**src/rtl/mmc_card_target.sv**
```systemverilog
// SPI-mode MMC card responder: decodes host commands and serves
// 512-byte block reads/writes from a byte-wide memory port.
module mmc_card_target #(
   parameter int ADDR_W     = 18,
   parameter int BUSY_BYTES = 2
) (
   input  logic              clk,
   input  logic              reset_n,
   input  logic              mmc_cs,
   input  logic              mmc_sclk,
   input  logic              mmc_do,
   output logic              mmc_di,
   output logic [ADDR_W-1:0] mem_addr,
   output logic              mem_rd,
   input  logic [7:0]        mem_rdata,
   output logic              mem_wr,
   output logic [7:0]        mem_wdata,
   output logic              card_idle,
   output logic [3:0]        card_state
);
   localparam int BLK_W = ADDR_W - 9;

   typedef enum logic [3:0] {
      S_HUNT,
      S_CMD,
      S_NCR,
      S_RESP,
      S_RGAP,
      S_RTOK,
      S_RDATA,
      S_RCRC,
      S_WTOK,
      S_WDATA,
      S_WCRC,
      S_WRESP,
      S_BUSY
   } state_t;

   state_t            state_q, state_d;
   logic [2:0]        sclk_q, sclk_d;
   logic [1:0]        cs_q, cs_d;
   logic [1:0]        do_q, do_d;
   logic [2:0]        bit_q, bit_d;
   logic [7:0]        rx_q, rx_d;
   logic [7:0]        tx_q, tx_d;
   logic              di_q, di_d;
   logic [8:0]        cnt_q, cnt_d;
   logic [5:0]        cmd_q, cmd_d;
   logic [31:0]       arg_q, arg_d;
   logic [7:0]        r1_q, r1_d;
   logic              idle_q, idle_d;
   logic              rd_op_q, rd_op_d;
   logic              wr_op_q, wr_op_d;
   logic [BLK_W-1:0]  blk_q, blk_d;
   logic [ADDR_W-1:0] addr_q, addr_d;
   logic              rd_q, rd_d;
   logic              wr_q, wr_d;
   logic [7:0]        wdata_q, wdata_d;
   logic              rd_dly_q, rd_dly_d;
   logic [7:0]        rdata_q, rdata_d;

   logic       sel;
   logic       rise;
   logic       fall;
   logic       rx_done;
   logic       load;
   logic [7:0] rx_byte;
   logic [7:0] tx_next;
   logic [7:0] r1_new;
   logic       idle_new;
   logic       go_rd;
   logic       go_wr;
   logic       arg_hi_ok;

   always_comb begin
      sclk_d = {sclk_q[1:0], mmc_sclk};
      cs_d   = {cs_q[0], mmc_cs};
      do_d   = {do_q[0], mmc_do};
   end

   assign sel     = ~cs_q[1];
   assign rise    = sel & sclk_q[1] & ~sclk_q[2];
   assign fall    = sel & ~sclk_q[1] & sclk_q[2];
   assign rx_byte = {rx_q[6:0], do_q[1]};
   assign rx_done = rise & (bit_q == 3'd7);
   assign load    = fall & (bit_q == 3'd0);

   // Byte presented in the slot that starts at the next loading fall
   always_comb begin
      tx_next = 8'hFF;
      case (state_q)
         S_RESP:  tx_next = r1_q;
         S_RTOK:  tx_next = 8'hFE;
         S_RDATA: tx_next = rdata_q;
         S_WRESP: tx_next = 8'h05;
         S_BUSY:  tx_next = 8'h00;
         default: tx_next = 8'hFF;
      endcase
   end

   always_comb begin
      bit_d = bit_q;
      rx_d  = rx_q;
      tx_d  = tx_q;
      di_d  = di_q;
      if (!sel) begin
         bit_d = 3'd0;
         tx_d  = 8'hFF;
         di_d  = 1'b1;
      end else begin
         if (rise) begin
            rx_d  = rx_byte;
            bit_d = bit_q + 3'd1;
         end
         if (load) begin
            di_d = tx_next[7];
            tx_d = {tx_next[6:0], 1'b1};
         end else if (fall) begin
            di_d = tx_q[7];
            tx_d = {tx_q[6:0], 1'b1};
         end
      end
   end

   assign arg_hi_ok = (arg_q >> ADDR_W) == 32'd0;

   always_comb begin
      r1_new   = 8'h04 | {7'd0, idle_q};
      idle_new = idle_q;
      go_rd    = 1'b0;
      go_wr    = 1'b0;
      case (cmd_q)
         6'd0: begin
            r1_new   = 8'h01;
            idle_new = 1'b1;
         end
         6'd1: begin
            r1_new   = {7'd0, idle_q};
            idle_new = 1'b0;
         end
         6'd16: begin
            r1_new = (arg_q == 32'd512) ? 8'h00 : 8'h40;
            r1_new = r1_new | {7'd0, idle_q};
         end
         6'd17, 6'd24: begin
            if (idle_q) begin
               r1_new = 8'h05;
            end else if (!arg_hi_ok) begin
               r1_new = 8'h40;
            end else begin
               r1_new = 8'h00;
               go_rd  = (cmd_q == 6'd17);
               go_wr  = (cmd_q == 6'd24);
            end
         end
         default: ;
      endcase
   end

   always_comb begin
      state_d  = state_q;
      cnt_d    = cnt_q;
      cmd_d    = cmd_q;
      arg_d    = arg_q;
      r1_d     = r1_q;
      idle_d   = idle_q;
      rd_op_d  = rd_op_q;
      wr_op_d  = wr_op_q;
      blk_d    = blk_q;
      addr_d   = addr_q;
      rd_d     = 1'b0;
      wr_d     = 1'b0;
      wdata_d  = wdata_q;
      rd_dly_d = rd_q;
      rdata_d  = rd_dly_q ? mem_rdata : rdata_q;
      if (!sel) begin
         state_d = S_HUNT;
      end else begin
         if (rx_done) begin
            case (state_q)
               S_HUNT: begin
                  if (rx_byte[7:6] == 2'b01) begin
                     state_d = S_CMD;
                     cmd_d   = rx_byte[5:0];
                     cnt_d   = 9'd0;
                  end
               end
               S_CMD: begin
                  cnt_d = cnt_q + 9'd1;
                  if (cnt_q == 9'd4) begin
                     state_d = S_NCR;
                     r1_d    = r1_new;
                     idle_d  = idle_new;
                     rd_op_d = go_rd;
                     wr_op_d = go_wr;
                     blk_d   = arg_q[ADDR_W-1:9];
                  end else begin
                     arg_d = {arg_q[23:0], rx_byte};
                  end
               end
               S_NCR: state_d = S_RESP;
               S_RESP: begin
                  cnt_d = 9'd0;
                  if (rd_op_q)
                     state_d = S_RGAP;
                  else if (wr_op_q)
                     state_d = S_WTOK;
                  else
                     state_d = S_HUNT;
               end
               S_RGAP: state_d = S_RTOK;
               S_RTOK: begin
                  state_d = S_RDATA;
                  cnt_d   = 9'd0;
               end
               S_RDATA: begin
                  cnt_d = cnt_q + 9'd1;
                  if (cnt_q == 9'h1FF)
                     state_d = S_RCRC;
               end
               S_RCRC: begin
                  cnt_d = cnt_q + 9'd1;
                  if (cnt_q == 9'd1)
                     state_d = S_HUNT;
               end
               S_WTOK: begin
                  cnt_d = 9'd0;
                  if (rx_byte == 8'hFE)
                     state_d = S_WDATA;
                  else if (rx_byte != 8'hFF)
                     state_d = S_HUNT;
               end
               S_WDATA: begin
                  wr_d    = 1'b1;
                  addr_d  = {blk_q, cnt_q};
                  wdata_d = rx_byte;
                  cnt_d   = cnt_q + 9'd1;
                  if (cnt_q == 9'h1FF)
                     state_d = S_WCRC;
               end
               S_WCRC: begin
                  cnt_d = cnt_q + 9'd1;
                  if (cnt_q == 9'd1)
                     state_d = S_WRESP;
               end
               S_WRESP: begin
                  cnt_d   = 9'd0;
                  state_d = (BUSY_BYTES == 0) ? S_HUNT : S_BUSY;
               end
               S_BUSY: begin
                  cnt_d = cnt_q + 9'd1;
                  if (cnt_q == 9'(BUSY_BYTES - 1))
                     state_d = S_HUNT;
               end
               default: state_d = S_HUNT;
            endcase
         end
         // Prefetch the byte for the following slot a whole slot ahead
         if (load && state_q == S_RTOK) begin
            rd_d   = 1'b1;
            addr_d = {blk_q, 9'd0};
         end else if (load && state_q == S_RDATA && cnt_q != 9'h1FF) begin
            rd_d   = 1'b1;
            addr_d = {blk_q, cnt_q + 9'd1};
         end
      end
   end

   always_ff @(posedge clk or negedge reset_n) begin
      if (!reset_n) begin
         sclk_q   <= '0;
         cs_q     <= '1;
         do_q     <= '0;
         bit_q    <= '0;
         rx_q     <= '0;
         tx_q     <= '1;
         di_q     <= 1'b1;
         state_q  <= S_HUNT;
         cnt_q    <= '0;
         cmd_q    <= '0;
         arg_q    <= '0;
         r1_q     <= '1;
         idle_q   <= 1'b1;
         rd_op_q  <= 1'b0;
         wr_op_q  <= 1'b0;
         blk_q    <= '0;
         addr_q   <= '0;
         rd_q     <= 1'b0;
         wr_q     <= 1'b0;
         wdata_q  <= '0;
         rd_dly_q <= 1'b0;
         rdata_q  <= '1;
      end else begin
         sclk_q   <= sclk_d;
         cs_q     <= cs_d;
         do_q     <= do_d;
         bit_q    <= bit_d;
         rx_q     <= rx_d;
         tx_q     <= tx_d;
         di_q     <= di_d;
         state_q  <= state_d;
         cnt_q    <= cnt_d;
         cmd_q    <= cmd_d;
         arg_q    <= arg_d;
         r1_q     <= r1_d;
         idle_q   <= idle_d;
         rd_op_q  <= rd_op_d;
         wr_op_q  <= wr_op_d;
         blk_q    <= blk_d;
         addr_q   <= addr_d;
         rd_q     <= rd_d;
         wr_q     <= wr_d;
         wdata_q  <= wdata_d;
         rd_dly_q <= rd_dly_d;
         rdata_q  <= rdata_d;
      end
   end

   assign mmc_di     = di_q;
   assign mem_addr   = addr_q;
   assign mem_rd     = rd_q;
   assign mem_wr     = wr_q;
   assign mem_wdata  = wdata_q;
   assign card_idle  = idle_q;
   assign card_state = state_q;

endmodule
```
**config.mk**
```make
export PLATFORM = sky130hd
export DESIGN_NAME = mmc_card_target
export DESIGN_NICKNAME = d
export VERILOG_FILES = /design/src/rtl/mmc_card_target.sv
export SDC_FILE = /design/constraint.sdc
export NUM_CORES = 1
export LEC_CHECK = 0
export ABC_CLOCK_PERIOD_IN_PS = 4390
export CAP_MARGIN = 25
export CORE_ASPECT_RATIO = 0.5
export CORE_MARGIN = 2
export CORE_UTILIZATION = 55
export DETAILED_ROUTE_END_ITERATION = 8
export GPL_TIMING_DRIVEN = 0
export PLACE_DENSITY = 0.85
export SLEW_MARGIN = 40
export SYNTH_ARGS = -nofsm -noshare
export SYNTH_HDL_FRONTEND = slang
export SYNTH_SLANG_ARGS = --single-unit
```
**constraint.sdc**
```tcl
create_clock -name clk -period 4.39 [get_ports clk]
set_input_delay 0.878 -clock clk [delete_from_list [all_inputs] [get_ports clk]]
set_output_delay 0.878 -clock clk [all_outputs]
set_load 0.03 [all_outputs]
```
==> results.txt, run 1 <==
The clock tree root buffer cell is clkbuf_16. The warning count from the yosys run is 0. After clock tree synthesis, the clock-pin slew on the worst setup and hold paths is 0.06 ns. STA puts the critical path data arrival time at 3.80 ns. The number of hold-slack violations in the final timing report was 0. By instance count, the leading cell after synthesis is dfrtp_1. Hold repair after CTS inserted 0 buffers. Data on the critical path is required at its endpoint by 4.69 ns. Setup slack on the critical path of the routed design comes to 0.8862 ns. The flow ran to the end, and the final reports show no timing, DRC or antenna violations. The worst register-to-register path has a setup slack of 0.89 ns. Once detail routing completed, the nets flagged for antenna violations numbered 0.

The maximum number of buffers from clock root to sink is 2. The number of setup buffers added after CTS is 0. Entering global routing, the biggest net connects 50 pins. The async set-reset flop share out of synthesis is 100.0%. The die footprint came out at 11320 um2. Clock skew on the completed layout was measured at 0.01044 ns. Relative to the synthesized area, the layout overhead comes to 23.09%. The worst setup slack before clock tree synthesis came out at 0.9907 ns.

The startpoint type of the worst setup path is a register. The die span in x came out at 148.5 um. Post-CTS repair changed the size of 0 cells. After detailed placement, the design holds a cell count of 682.

The H-tree was split into 4 levels. Measured along the y axis, the die boundary spans 76.23 um. The flip-flop and latch count after synthesis came out at 129. The post-route cell area is 7064 um2.

The transition time of the tightest slew-check pin came out at 0.7928 ns. The core utilization of the finished layout came out at 69.38%. The core outline area is 10180 um2. Summed over all layers, the routed wires come to 12.88 mm.

The total number of placement rows is 26. The number of antenna violations at the first check in global routing came out at 0. The number of search-and-repair iterations in the first detailed-routing pass is 6.

By startpoint and endpoint, the worst setup path is classified as register to register. The finished layout holds 714 standard cells, fillers aside. The residual overflow from global routing came out at 0. The top cell type by total area after synthesis is dfrtp_1. The DRC violation count after routing is 0. The number of different library cells in the post-synthesis netlist is 54. The tightest slew margin relative to the limit came out at 47.15%.

The reg-to-reg endpoint is mem_addr[17]. The mean number of vias per cell is 5.993. The first global-routing pass estimated 21.40 mm of wire. The global-route usage over all layers came out at 24.29%. The number of I/O port buffers came out at 46. Buffers inserted during clock tree synthesis total 17. 0 antenna diodes ended up in the layout. The net total in the final layout came out at 581. The count of endpoints failing setup in the final report is 0.

The total count of max-transition violations in the final report came out at 0. The final weighted congestion of routability-driven global placement came out at 0.9130. The share of cells above drive strength 1 is 24.56%. After synthesis, the most frequently instantiated cells are dfrtp_1, mux2_2, nand2_1, nor2_1, dfstp_2. Setup repair after global routing left no endpoint under its margin.

The clock network latency to the later pin of the worst-skew pair came out at 0.42 ns. Along the worst path, the maximum fanout reaches 10. The tool flagged a number of max-cap violations equal to 0. The area after detailed placement came out at 6440 um2. The cell area that synthesis handed to floorplanning was 5739 um2. The worst register-to-register path has a depth of 10. The fraction of synthesized cell area taken by the top area cell type is 46.22%.

Detailed placement finished with a half-perimeter wire length of 8.160 mm. The clock tree from TritonCTS is yes. The number of DRC markers in iteration 0 is 563. The number of global-route vias before repair is 4279. The final-layout setup total negative slack came out at 0 ns.

The synthesized area divided by synthesized cell count came out at 11.62 um2. Dividing the final minimum period by the clock period gives 79.81%. The worst vdd rail ir drop is 0.3022 mV. The highest clock rate came out at 285.4 MHz. Among all flip-flop cells after synthesis, the most frequent one is dfrtp_1. In this run the static leakage power is 3.136 nW. The number of nets in the synthesized netlist is 514. The worst setup path is captured at a register. The time the final worst path needs with I/O delays and setup is 3.504 ns.

Detailed routing inserted a total of 4279 vias. After technology mapping, the gate count stands at 494. By area the synthesized netlist is led by dfrtp_1, mux2_2, dfstp_2. The sequential element share of the synthesized area came out at 56.75%. The number of top-level pins came out at 47.

The number of sinks driven by the clock tree is 129. The average detailed-routed wire length per instance is 18.04 um. The number of flops mapped to enable cells by yosys is 0. In this run the power density over the cells is 401.4 nW/um2.

The launching point of the worst reg2reg path is cnt_q[0]. The tightest min-delay check is of the input port to async pin type. Once the floorplan was initialized, standard cells occupied 56.37% of the core.
[placed cells by master, fill, tap and decap left out, types with 3 or more instances in the layout]
| cell type | synthesis | final |
|---|---|---|
| clkinvlp_4 | 0 | 4 |
| nor3_1 | 12 | 12 |
| clkdlybuf4s50_1 | 0 | 45 |
| o2bb2ai_1 | 12 | 12 |
| buf_1 | 5 | 5 |
| nand4_1 | 4 | 4 |
| bufinv_16 | 0 | 4 |
| o21ai_0 | 22 | 22 |
| a21o_1 | 4 | 4 |
| mux2i_1 | 4 | 4 |
| nor3b_1 | 5 | 5 |
| clkbuf_16 | 0 | 17 |
| o211ai_1 | 3 | 3 |
| and3_1 | 5 | 5 |
| dfrtp_1 | 106 | 106 |
| ha_1 | 7 | 7 |
| mux2_2 | 68 | 68 |
| nor2b_1 | 8 | 8 |
| inv_1 | 8 | 8 |
| o22ai_1 | 8 | 8 |
| clkbuf_1 | 13 | 15 |
| a21oi_1 | 17 | 17 |
| nand3_1 | 4 | 4 |
| dfstp_2 | 23 | 23 |
| buf_2 | 6 | 6 |
| nand2b_1 | 12 | 12 |
| nor2_1 | 25 | 25 |
| xor2_1 | 8 | 8 |
| nor4_1 | 10 | 9 |
| nand2_1 | 57 | 57 |
[area by class of cell]
cell class,instances,area (um2)
plain buffers,24,97.59
clock buffers,19,432.9
clock inverters,13,186.4
fillers,657,3118
inverters,9,33.78
multi-input cells,332,2369
flip-flops and latches,129,3257
well taps,140,175.2
repair buffers,48,513.0
[metal layers]
metal  share of wire (%)  routed length (um)  GRT usage [%]
met1                  44                5630          31.75
met2                  48                6125          37.92
met3                 5.9                 761          6.407
met4                 2.8                 367          12.10
met5                   0                   0              0
[kinds of logic (layout without fill, tap and decap cells)]
logic type / Yosys count / after routing / synth area share, %
flip-flops: 129 / 129 / 56.75
buffers and inverters: 33 / 113 / 2.289
AND/OR/NAND/NOR: 159 / 159 / 14.39
XOR/XNOR: 10 / 10 / 1.526
AO/OA/AOI/OAI: 84 / 84 / 9.484
multiplexers: 72 / 72 / 14.04
adder cells (fa/ha/maj): 7 / 7 / 1.526
[through the flow]
stage                     total power [W]  hold WS [ns]
after global routing             0.002926        0.3358
after global placement           0.001367        0.3347
final                            0.002836        0.3182
after CTS                        0.002852        0.3261
after floorplan                  0.001311        0.3312
after detailed placement         0.001379        0.3356
[registers in the layout, indices dropped and copies added (netlist names), 2 cells and up]
name and flops:
card_state 4, rdata_q 8, rx_q 7, bit_q 3
sclk_q 3, tx_q 7, blk_q 9, cs_q 2
arg_q 32, do_q 2, r1_q 4, cmd_q 6
mem_addr 18, cnt_q 9, mem_wdata 8
[report_power, final]
part	internal, W	switching [W]	total [W]
combinational	0.0000431	0.0000479	0.0000910
sequential	0.00122	0.0000471	0.00127
clock	0.000950	0.000526	0.00148
total	0.00222	0.000621	0.00284
[worst max-delay path by stage]
stage | from | end | cells after the start
after global routing | cnt_q[0] | mem_addr[17] | 10
after detailed placement | cnt_q[0] | mem_addr[17] | 10
after floorplan | cnt_q[0] | mem_addr[17] | 10
after global placement | reset_n | mem_addr[2] | 1
after CTS | cnt_q[0] | mem_addr[17] | 10
final | cnt_q[0] | mem_addr[17] | 10
[worst max-delay path, cell delays in order, from the launching register on]
cell and delay [ns]:
dfrtp_1 0.45, ha_1 0.28, and3_1 0.24, and3_1 0.23
and3_1 0.20, ha_1 0.22, nand2b_1 0.15, a211oi_1 0.55
nor2_1 0.33, clkbuf_1 0.36, mux2_2 0.36
No activity file was read; power rests on OpenSTA's default activity.
==> inputs of run 2 (changes only) <==
ABC_CLOCK_PERIOD_IN_PS = 3200   (was 4390)
CORE_UTILIZATION = 52   (was 55)
PLACE_DENSITY = 0.84   (was 0.85)
clock period = 3.2 ns   (was 4.39 ns; I/O delays follow)
==> run 2 against run 1 <==
  * Register-to-register slack worse by 0.73 ns
  * Via count is 3.1% lower
  * Clock-buffer cell count stayed put
  * Sequential share of layout area is 0.19 points higher
  * Utilization is 4.7 points lower
  * Worst setup slack worse by 0.73 ns
  * Routed wire length is 2.4% lower
  * Worst hold slack worse by 0.13 ns
  * Non-clock buffer count is 1 lower
  * Sequential power is 38% higher
  * Total power is 33% higher
==> results.txt, run 2 (synthesis results as in run 1) <==
The global-route usage over all layers is 22.41%. The time the final worst path needs with I/O delays and setup came out at 3.048 ns. The effective utilization at floorplan is 52.76%. The maximum clock skew at final layout came out at 0.01026 ns. The number of top-level pins came out at 47. The count of nets left with antenna violations after detail routing came out at 0.

In this run the worst hold path is classified as input port to async pin. The total length of routed wires is 12.58 mm. The number of global-route vias before repair was 4150. The number of hold-slack violations in the final timing report is 0. The total number of vias came out at 4146. The count of endpoints failing setup in the final report is 0. The mean number of vias per cell is 5.782. The maximum number of pins on one net before global-route repair came out at 74. The critical path data arrival time came out at 3.35 ns. The tool flagged a number of max-cap violations equal to 0.

The die extent in y is 78.29 um. The areal power density over the cells is 536.7 nW/um2. The met3 demand-to-capacity share in global routing is 5.577%. The number of search-and-repair iterations in the first detailed-routing pass came out at 5.

The number of fill cells in the layout is 773. Buffers added to address setup during post-CTS repair amount to 0. The setup slack of the critical path after layout is 0.1519 ns. Ranked by flip-flop count, first place goes to arg_q. The die footprint is 11940 um2. In this run the static leakage power is 3.118 nW. The top cell types in the final layout, fill and taps aside, are dfrtp_1, mux2_2, nand2_1, clkdlybuf4s50_1, nor2_1. The maximum number of buffers from clock root to sink came out at 2. Adding up every negative setup slack in the final design gives 0 ns.

For this run, global-route usage on met1 was measured as 28.61%. The number of I/O port buffers is 46. Routability-driven placement finished with a final weighted congestion of 0.8961. After global routing, the most crowded layer is met2. The DRC violation count after routing is 0. The overall power of the completed layout is 0.003776 W. The transition time of the tightest slew-check pin is 0.7810 ns.

The total number of placement rows came out at 27. The net total in the final layout is 580. The leading cell type in the layout, fill and taps excluded is dfrtp_1. CTS built an H-tree with a depth of 4.

The critical path class is register to register. The run finished with clean final reports. For this block, the initial DRC count from the detailed router was 315. Compared with the post-synthesis result, the final layout area differs by 22.59%.

The worst setup path is launched from a register. The die span in x is 152.6 um. The global-route met2 utilization is 37.89%. Global routing finished with a remaining overflow of 0.

The worst vdd rail ir drop came out at 0.2903 mV. In this run the worst path has a maximum fanout of 10. At the worst endpoint, the required time is 3.50 ns. The clock slew seen by the registers of the worst setup and hold paths came out at 0.06 ns. The register area is 3257 um2.

The worst setup path is captured at a register. The number of sinks driven by the clock tree came out at 129. The tightest slew margin relative to the limit is 47.65%. TritonCTS built the clock tree. The total count of max-transition violations in the final report was 0.

The core utilization of the finished layout is 64.68%. The worst setup slack before clock tree synthesis came out at -0.2221 ns. The share of cells above drive strength 1 came out at 25.35%. The average detailed-routed wire length per instance is 17.54 um. The root buffer cell chosen for the clock tree is clkbuf_16. Based on the critical path, the design can be clocked at up to 328.1 MHz. The placed wire-length estimate is 8.309 mm. The multi-input combinational cells in the finished layout cover a total of 2385 um2.

The number of antenna violations at the first check in global routing is 0. The clock network latency to the later pin of the worst-skew pair came out at 0.42 ns. The total CTS buffers is 17. The count of antenna diodes in the layout came out at 0. The wire length of the first global-routing pass came out at 20.97 mm. The worst path uses 95.25% of the clock period. The flip-flop count of the largest register after layout is 32. The core outline area is 10880 um2.
==> run 2: area by class of cell <==
cell class,instances,share of cell area [%]
multi-input cells,332,33.90
inverters,9,0.4802
clock inverters,12,1.903
flip-flops and latches,129,46.29
clock buffers,19,6.438
plain buffers,24,1.405
repair buffers,47,7.007
well taps,145,2.579
==> run 2: per-layer routing <==
metal | vias to the layer above | wire [um]
met4 | 0 | 140
met2 | 105 | 6394
met5 | - | 0
met3 | 15 | 532
li1 | 1909 | -
met1 | 2117 | 5509
==> run 2: power breakdown <==
group | switching, W | internal [W] | leakage (nW)
Combinational | 0.0000665 | 0.0000570 | 1.15
Clock | 0.000721 | 0.00118 | 0.274
Sequential | 0.0000715 | 0.00168 | 1.70
==> run 2: final timing paths <==
| kind | slack, ns | from | depth (start not counted) | to |
|---|---|---|---|---|
| max in group asynchronous | 2.31 | reset_n | 2 | cs_q[1] |
| min in group clk | 0.35 | do_q[0] | 0 | do_q[1] |
| worst min-delay path | 0.19 | reset_n | 1 | arg_q[29] |
| worst max-delay path | 0.15 | cnt_q[0] | 10 | mem_addr[17] |
| worst min register to register | 0.35 | do_q[0] | 0 | do_q[1] |
| worst max register to register | 0.15 | cnt_q[0] | 10 | mem_addr[17] |
==> run 2: repair_timing <==
action / CTS / global route
endpoints found under the setup margin: 10 / 1
gates resized for setup: 3 / 1
hold buffers: 0 / 0
cloned: 0 / 0
==> run 2: critical path: stages, from the launching register on <==
cell	delay (ns)
dfrtp_1	0.44
ha_1	0.26
and3_1	0.23
and3_1	0.24
and3_1	0.20
ha_1	0.22
nand2b_1	0.17
a211oi_2	0.47
nor2_4	0.14
clkbuf_2	0.26
mux2_2	0.31
==> run 2: stage by stage <==
step	cells	area [um2]	hold WS (ns)
global placement	685	6381	0.3331
floorplan	494	5739	0.3312
CTS	717	7015	0.2007
finish	717	7036	0.1882
global route	717	7036	0.2219
detailed placement	686	6420	0.3356
